===== src/rtl/mem2_wb_if.sv =====
// Bundle between the mem1 stage (master) and the mem2/writeback stage (slave):
// mem1 result fields in, register-file write and commit/exception fields out.
interface mem2_wb_if #(
  parameter int EXP_W = 7,
  parameter int PC_W  = 32
);
  logic             flush;
  logic             stall_by_cache;
  logic             mem_en_in;
  logic             inst_valid_in;
  logic [4:0]       mem_rd_in;
  logic [31:0]      mem_data_in;
  logic [EXP_W-1:0] mem_exp_in;
  logic [31:0]      cache_badv_in;
  logic [1:0]       addr_lo_in;
  logic [1:0]       width_in;
  logic             signed_ext_in;
  logic [PC_W-1:0]  pc_in;

  logic             wb_valid;
  logic             wb_we;
  logic [4:0]       wb_rd;
  logic [31:0]      wb_data;
  logic [EXP_W-1:0] wb_exp;
  logic [31:0]      wb_badv;
  logic [PC_W-1:0]  wb_pc;
  logic             exc_hold;

  modport master (
    output flush, stall_by_cache, mem_en_in, inst_valid_in, mem_rd_in,
           mem_data_in, mem_exp_in, cache_badv_in, addr_lo_in, width_in,
           signed_ext_in, pc_in,
    input  wb_valid, wb_we, wb_rd, wb_data, wb_exp, wb_badv, wb_pc, exc_hold
  );

  modport slave (
    input  flush, stall_by_cache, mem_en_in, inst_valid_in, mem_rd_in,
           mem_data_in, mem_exp_in, cache_badv_in, addr_lo_in, width_in,
           signed_ext_in, pc_in,
    output wb_valid, wb_we, wb_rd, wb_data, wb_exp, wb_badv, wb_pc, exc_hold
  );
endinterface


===== src/rtl/mem2_wb.sv =====
// mem2/writeback stage: registers the mem1 result, aligns and extends loads,
// and holds off younger instructions after a faulting op until a flush.
module mem2_wb #(
  parameter int EXP_W = 7,
  parameter int PC_W  = 32
) (
  input  logic        clk,
  input  logic        rstn,
  mem2_wb_if.slave    bus
);

  // Handshake: an instruction is taken when inst_valid_in is high, the cache
  // is not stalling, no flush is asserted and the stage is in RUN; any other
  // cycle produces a bubble (wb_valid/wb_we/wb_exp low).
  typedef enum logic {
    RUN  = 1'b0,
    HOLD = 1'b1
  } state_t;

  state_t state, next_state;
  logic   accept;
  logic   has_exp;

  logic [31:0]      shifted;
  logic [31:0]      load_data;

  logic             valid_q;
  logic             we_q;
  logic [4:0]       rd_q;
  logic [31:0]      data_q;
  logic [EXP_W-1:0] exp_q;
  logic [31:0]      badv_q;
  logic [PC_W-1:0]  pc_q;

  assign has_exp = (bus.mem_exp_in != '0);

  always_ff @(posedge clk or negedge rstn) begin
    if (!rstn) state <= RUN;
    else       state <= next_state;
  end

  // flush wins over everything, including a faulting input in the same cycle
  always_comb begin
    next_state = state;
    accept     = 1'b0;
    case (state)
      RUN: begin
        if (!bus.flush && bus.inst_valid_in && !bus.stall_by_cache) begin
          accept = 1'b1;
          if (has_exp) next_state = HOLD;
        end
      end
      HOLD: begin
        if (bus.flush) next_state = RUN;
      end
      default: next_state = RUN;
    endcase
  end

  // Halfword accesses arrive with addr_lo_in[0] == 0, so the shift never
  // splits the halfword across the word boundary.
  always_comb begin
    shifted   = bus.mem_data_in >> {bus.addr_lo_in, 3'b000};
    load_data = bus.mem_data_in;
    if (bus.mem_en_in) begin
      case (bus.width_in)
        2'd0:    load_data = {{24{bus.signed_ext_in & shifted[7]}},  shifted[7:0]};
        2'd1:    load_data = {{16{bus.signed_ext_in & shifted[15]}}, shifted[15:0]};
        default: load_data = bus.mem_data_in;
      endcase
    end
  end

  always_ff @(posedge clk or negedge rstn) begin
    if (!rstn) begin
      valid_q <= 1'b0;
      we_q    <= 1'b0;
      rd_q    <= '0;
      data_q  <= '0;
      exp_q   <= '0;
      badv_q  <= '0;
      pc_q    <= '0;
    end else if (accept) begin
      valid_q <= 1'b1;
      we_q    <= (bus.mem_rd_in != 5'd0) && !has_exp;
      rd_q    <= bus.mem_rd_in;
      data_q  <= load_data;
      exp_q   <= bus.mem_exp_in;
      badv_q  <= has_exp ? bus.cache_badv_in : 32'd0;
      pc_q    <= bus.pc_in;
    end else begin
      valid_q <= 1'b0;
      we_q    <= 1'b0;
      exp_q   <= '0;
    end
  end

  assign bus.wb_valid = valid_q;
  assign bus.wb_we    = we_q;
  assign bus.wb_rd    = rd_q;
  assign bus.wb_data  = data_q;
  assign bus.wb_exp   = exp_q;
  assign bus.wb_badv  = badv_q;
  assign bus.wb_pc    = pc_q;
  assign bus.exc_hold = (state == HOLD);

endmodule


===== src/flat_wrapper.sv =====
// flat-port wrapper written by rule: the top's interface ports become plain ports
module mem2_wb_flat 
#(
  parameter int EXP_W = 7,
  parameter int PC_W  = 32
)
  (clk, rstn, bus_flush, bus_stall_by_cache, bus_mem_en_in, bus_inst_valid_in, bus_mem_rd_in, bus_mem_data_in, bus_mem_exp_in, bus_cache_badv_in, bus_addr_lo_in, bus_width_in, bus_signed_ext_in, bus_pc_in, bus_wb_valid, bus_wb_we, bus_wb_rd, bus_wb_data, bus_wb_exp, bus_wb_badv, bus_wb_pc, bus_exc_hold);
  mem2_wb_if #(.EXP_W(EXP_W), .PC_W(PC_W)) bus_i ();
  input  logic clk;
  input  logic rstn;
  input wire logic [$bits(bus_i.flush)-1:0] bus_flush;
  input wire logic [$bits(bus_i.stall_by_cache)-1:0] bus_stall_by_cache;
  input wire logic [$bits(bus_i.mem_en_in)-1:0] bus_mem_en_in;
  input wire logic [$bits(bus_i.inst_valid_in)-1:0] bus_inst_valid_in;
  input wire logic [$bits(bus_i.mem_rd_in)-1:0] bus_mem_rd_in;
  input wire logic [$bits(bus_i.mem_data_in)-1:0] bus_mem_data_in;
  input wire logic [$bits(bus_i.mem_exp_in)-1:0] bus_mem_exp_in;
  input wire logic [$bits(bus_i.cache_badv_in)-1:0] bus_cache_badv_in;
  input wire logic [$bits(bus_i.addr_lo_in)-1:0] bus_addr_lo_in;
  input wire logic [$bits(bus_i.width_in)-1:0] bus_width_in;
  input wire logic [$bits(bus_i.signed_ext_in)-1:0] bus_signed_ext_in;
  input wire logic [$bits(bus_i.pc_in)-1:0] bus_pc_in;
  output wire logic [$bits(bus_i.wb_valid)-1:0] bus_wb_valid;
  output wire logic [$bits(bus_i.wb_we)-1:0] bus_wb_we;
  output wire logic [$bits(bus_i.wb_rd)-1:0] bus_wb_rd;
  output wire logic [$bits(bus_i.wb_data)-1:0] bus_wb_data;
  output wire logic [$bits(bus_i.wb_exp)-1:0] bus_wb_exp;
  output wire logic [$bits(bus_i.wb_badv)-1:0] bus_wb_badv;
  output wire logic [$bits(bus_i.wb_pc)-1:0] bus_wb_pc;
  output wire logic [$bits(bus_i.exc_hold)-1:0] bus_exc_hold;
  assign bus_i.flush = bus_flush;
  assign bus_i.stall_by_cache = bus_stall_by_cache;
  assign bus_i.mem_en_in = bus_mem_en_in;
  assign bus_i.inst_valid_in = bus_inst_valid_in;
  assign bus_i.mem_rd_in = bus_mem_rd_in;
  assign bus_i.mem_data_in = bus_mem_data_in;
  assign bus_i.mem_exp_in = bus_mem_exp_in;
  assign bus_i.cache_badv_in = bus_cache_badv_in;
  assign bus_i.addr_lo_in = bus_addr_lo_in;
  assign bus_i.width_in = bus_width_in;
  assign bus_i.signed_ext_in = bus_signed_ext_in;
  assign bus_i.pc_in = bus_pc_in;
  assign bus_wb_valid = bus_i.wb_valid;
  assign bus_wb_we = bus_i.wb_we;
  assign bus_wb_rd = bus_i.wb_rd;
  assign bus_wb_data = bus_i.wb_data;
  assign bus_wb_exp = bus_i.wb_exp;
  assign bus_wb_badv = bus_i.wb_badv;
  assign bus_wb_pc = bus_i.wb_pc;
  assign bus_exc_hold = bus_i.exc_hold;
  mem2_wb #(.EXP_W(EXP_W), .PC_W(PC_W)) u_core (.clk(clk), .rstn(rstn), .bus(bus_i));
endmodule

===== config.mk =====
export PLATFORM = sky130hd
export DESIGN_NAME = mem2_wb_flat
export DESIGN_NICKNAME = d
export VERILOG_FILES = /design/src/rtl/mem2_wb_if.sv /design/src/rtl/mem2_wb.sv /design/src/flat_wrapper.sv
export SDC_FILE = /design/constraint.sdc
export NUM_CORES = 1
export LEC_CHECK = 0
export BUFFER_PORTS_ARGS = -buffer_cell sky130_fd_sc_hd__buf_2
export CORE_ASPECT_RATIO = 1.25
export CORE_MARGIN = 1
export CORE_UTILIZATION = 46
export CTS_CLUSTER_DIAMETER = 60
export DETAILED_ROUTE_END_ITERATION = 7
export PLACE_DENSITY_LB_ADDON = 0.1
export SETUP_SLACK_MARGIN = 0.4
export SLEW_MARGIN = 20
export SYNTH_ARGS = -nofsm -noshare
export SYNTH_HDL_FRONTEND = slang
export SYNTH_SLANG_ARGS = --single-unit

===== constraint.sdc =====
create_clock -name clk -period 1.6 [get_ports clk]
set_clock_uncertainty 0.05 [all_clocks]
set_input_delay 0.16 -clock clk [delete_from_list [all_inputs] [get_ports clk]]
set_output_delay 0.16 -clock clk [all_outputs]
set_load 0.01 [all_outputs]

Word level (Yosys, flattened, before mapping)
Cells that the tools add are included.
- shift-type cells: 1
- equal/unequal tests: 1
- mux-type cells: 12
- bitwise gates (word level): 3
- reductions and logical operators: 9
- operators with widths (kind ; count):
    32-bit 2-to-1 mux ; 2
    32-bit case mux with 2 select lines ; 1
    32-bit by 5-bit right shift with 16-bit output ; 1
    1-bit 2-to-1 mux ; 7
    7-bit 2-to-1 mux ; 1
    7-bit nonzero test ; 1
    5-bit nonzero test ; 1
    1-bit logical AND ; 3
    1-bit logical NOT ; 3
    1-bit bitwise AND ; 2
    2-bit by 1-bit equality test with 1-bit output (second input constant) ; 1
    2-bit logical NOT ; 1
    1-bit case mux with 2 select lines ; 1
    1-bit inverter ; 1
- input bits: 119
- flip-flop bits (word level): 111

Logic depth before layout (Yosys ltp)
- word-level depth: 6
- mapped depth: 7
- depth with buffers taken out: 5

Least setup slack after synthesis
No wires, ideal clock.
- path type: register to register
- start point: register u_core.state (netlist: u_core.bus.exc_hold)
- end point: register u_core.data_q[21] (netlist: u_core.bus.wb_data[21])
- stages on the path, launching flop included: 7
- arrival time: 1.316 ns
- clock period less this slack: 1.499 ns
- setup slack: 0.101 ns
- library setup time: 0.133 ns
- path through: dfrtp_1 > nor2_1 > nand3_2 > clkinv_1 > nand3_1 > clkbuf_1 > o22ai_1
- cells in the longest elaborated chain, start to end: 1
- RTL lines (item ; RTL line ; RTL):
    from (decl) ; mem2_wb.sv:20 ; state_t state, next_state;
    from (signal assigned) ; mem2_wb.sv:39 ; else state <= next_state;
    1-bit 2-to-1 mux ; mem2_wb.sv:46 ; case (state)
    to (signal assigned) ; mem2_wb.sv:87 ; data_q <= load_data;
    to (decl) ; mem2_wb.sv:30 ; logic [31:0] data_q;
No other way between the ends.
A chain may end at the register's enable or synchronous reset.

Final worst setup path
- start point: register u_core.state (netlist: u_core.bus.exc_hold)
- end point: register u_core.data_q[10] (netlist: u_core.bus.wb_data[10])
Same word-level chain as after synthesis.

==> flow_summary_export.csv <==
group,metric,value,unit
status,run_status,"complete, no violations",
timing,worst_pin_slew,602.1,ps
worst_setup_path,critPathTopFamily,"simple AND/OR/NAND/NOR gates",
route,totalWireLength,16.23,mm
timing,max_freq,685.6,MHz
final_layout,utilization,0.8076,
route,drt-initial-drc-count,201,
worst_setup_path,required,1770,ps
worst_setup_path,crit_chain,"nor2_4 -> nand3_4 -> buf_6 -> buf_12 -> nor3_2 -> a211oi_2",
worst_setup_path,critPathBufInv,2,
placement,dp.cells,799,
final_layout,final_layout_size_suffix_gt1_frac,0.4491,
timing,period_minus_slack,1459,ps
yosys,synth_edf_count,0,
floorplanning,num_io_pins,230,
power,ir_drop,706.5,uV
worst_setup_path,path_max_fanout,11,
floorplanning,coreArea,9709,um2
final_layout,nets,901,
clock_network,cts_max_path_buffers,2,
timing,finalCritPeriodShare,0.9117,
yosys,async_flop_share,1.000,
placement,io_buffers,229,
yosys,synth_area_per_cell,10.21,um2
clock_network,cts_tree,"done",
route,wl_per_cell,17.79,um
yosys,syn-instance-count,456,
global_routing,grt-ovfl-total,0,
final_layout,fin_cells,912,
timing,hold_viol,0,
yosys,ys_seq_area_frac,0.5966,
yosys,synth-seq-cells,111,
global_routing,antenna_found_initial,0,
yosys,yosysWarnings,0,
worst_setup_path,critical_path.slowest_cell,"dfrtp_1",
clock_network,clk_pin_slew,70,ps
final_layout,area_growth,68.42,%
yosys,netlist_top_cells_area,"dfrtp_1, nand2_1, a22o_1, nor2_1, o22ai_1",
job,maxCapViolations,0,
power,leakage,3.921,nW
yosys,yosysTopAreaCell,"dfrtp_1",
placement,post-dp-hpwl,10.10,mm
timing,rsz0062_at_grt,"true",
final_layout,final_common_cell,"buf_2",
yosys,netlist_area,4656,um2
worst_setup_path,cp-end-kind,"flip-flop",
route,drt.antenna.violating_nets,0,
route,drc,0,
global_routing,grt_start_max_net_pins,35,
worst_setup_path,start_kind,"flip-flop",
route,first_pass_iters,6,
floorplanning,die_h,114.5,um
clock_network,htreeDepth,3,
floorplanning,initial_core_util,0.4795,
global_routing,track_usage,0.3074,
clock_network,clkLatencyLatePin,340,ps
clock_network,cts.sinks,111,
route,vias_per_cell,5.265,
yosys,ys.flop_type,"dfrtp_1",
route,routed-via-count,4802,
floorplanning,dieArea,10530,um2
worst_setup_path,critPathKind,"reg -> reg",
placement,gp_congestion,0.9030,
timing,setup_violations,0,
yosys,synth.distinct_cells,38,
clock_network,cts_root_buf,"clkbuf_16",
global_routing,grt_pass1_vias,4916,
worst_setup_path,worstPathArrival,1630,ps
global_routing,grt_pass1_wl,24.77,mm
floorplanning,fp-row-count,40,
final_layout,final_cell_mix,"buf_2, nand2_1, dfrtp_1",
worst_setup_path,max_stage_delay,410,ps
timing,relSlewSlack,0.5986,
min_path,hp-class,"in -> reg",
clock_network,cts_buffers,9,
timing,finalMaxSlewViolations,0,
final_layout,antenna_cells,0,
floorplanning,die-width,91.98,um
yosys,synth_top_area_share,0.5966,
power,power_density,1051,nW/um2
yosys,synth_nets,575,
==> metrics by stage <==
| step | cell area, um2 | setup TNS (ps) | worst slack, ps | power, mW | hold slack (ps) |
|---|---|---|---|---|---|
| final | 7841 | 0 | 141.4 | 8.239 | 9.417 |
| after global routing | 7841 | 0 | 83.01 | 8.625 | 3.816 |
| after CTS | 7485 | 0 | 143.8 | 8.117 | 1.928 |
| after detailed placement | 6076 | -1763 | -123.5 | 5.577 | 103.5 |
| after global placement | 6076 | -480.2 | -33.32 | 5.518 | 91.19 |
| after floorplan | 4805 | 0 | 191.8 | 4.598 | -185.6 |
==> power breakdown <==
part / total [mW] / leakage (nW) / switching, mW / internal, mW
clock: 2.31 / 0.152 / 1.01 / 1.30
combinational: 2.30 / 2.40 / 1.19 / 1.11
sequential: 3.63 / 1.37 / 0.291 / 3.34
total: 8.24 / 3.92 / 2.49 / 5.75
==> registers in the layout (all words and copies together) (netlist names) <==
register	count
u_core.bus.exc_hold	1
u_core.bus.wb_badv	32
u_core.bus.wb_data	32
u_core.bus.wb_exp	7
u_core.bus.wb_pc	32
u_core.bus.wb_rd	5
u_core.bus.wb_valid	1
u_core.bus.wb_we	1
==> synthesized netlist by cell type (2+ instances only) <==
cell type,count
a211oi_1,7
a21oi_1,19
a22o_1,32
a22oi_1,7
and2_1,7
buf_2,9
buf_4,2
buf_6,2
clkbuf_1,18
dfrtp_1,111
mux2_2,7
mux2i_1,3
nand2_1,121
nand2b_1,2
nand3_1,2
nor2_1,35
nor2b_1,9
nor3_1,9
o21a_1,7
o21ai_0,12
o21ai_1,3
o22ai_1,16
==> path summary, 6_finish.rpt <==
kind / startpoint / end / slack, ps / cells after the start
max: u_core.bus.exc_hold / u_core.bus.wb_data[10] / 140 / 6
min in group asynchronous: rstn / u_core.bus.wb_pc[7] / 260 / 2
min: bus_cache_badv_in[6] / u_core.bus.wb_badv[6] / 9 / 2
max reg2reg: u_core.bus.exc_hold / u_core.bus.wb_data[10] / 140 / 6
max in group asynchronous: rstn / u_core.bus.wb_data[2] / 690 / 3
min reg2reg: u_core.bus.wb_pc[17] / u_core.bus.wb_pc[17] / 420 / 2
==> metal layers <==
layer | vias to the layer above | GRT usage | routed length [um]
met5 | - | 0 | 0
met4 | 0 | 0.1500 | 539
met3 | 43 | 0.05246 | 860
met2 | 208 | 0.5388 | 8594
met1 | 2330 | 0.3659 | 6233
li1 | 2221 | - | -
==> what timing repair did <==
action                                  CTS  global route
cloned                                    6             5
hold buffers                             72             0
endpoints found under the setup margin  111           112
resized for setup                        35            53
pin swaps                                 4            15
endpoints found under the hold margin   102             0
setup buffers                            13             2
==> final cells by class <==
type                       count  area [um2]
clock buffer                  11       252.7
clock inverter                 4       52.55
fill                         606        1868
inverter                       3       23.77
multi-input combinational    313        2042
sequential                   111        2778
tap                          126       157.7
timing repair buffer         343        2519
timing repair inverter         1       16.27
==> logic make-up (layout without fill, tap and decap cells) <==
kind of cell,Yosys count,after routing,synth area share
multiplexers,10,10,0.02338
AND/OR/NAND/NOR,192,194,0.1776
buffers and inverters,34,362,0.03466
flip-flops,111,111,0.5966
AO/OA/AOI/OAI,109,109,0.1677
==> worst register-to-register path, delay by kind of cell (launching register included) <==
family	cells	cell delay (ps)
AO/OA/AOI/OAI	1	50
buffers and inverters	2	320
AND/OR/NAND/NOR	3	510
flip-flops	1	410
(Power assumes the default switching activity.)
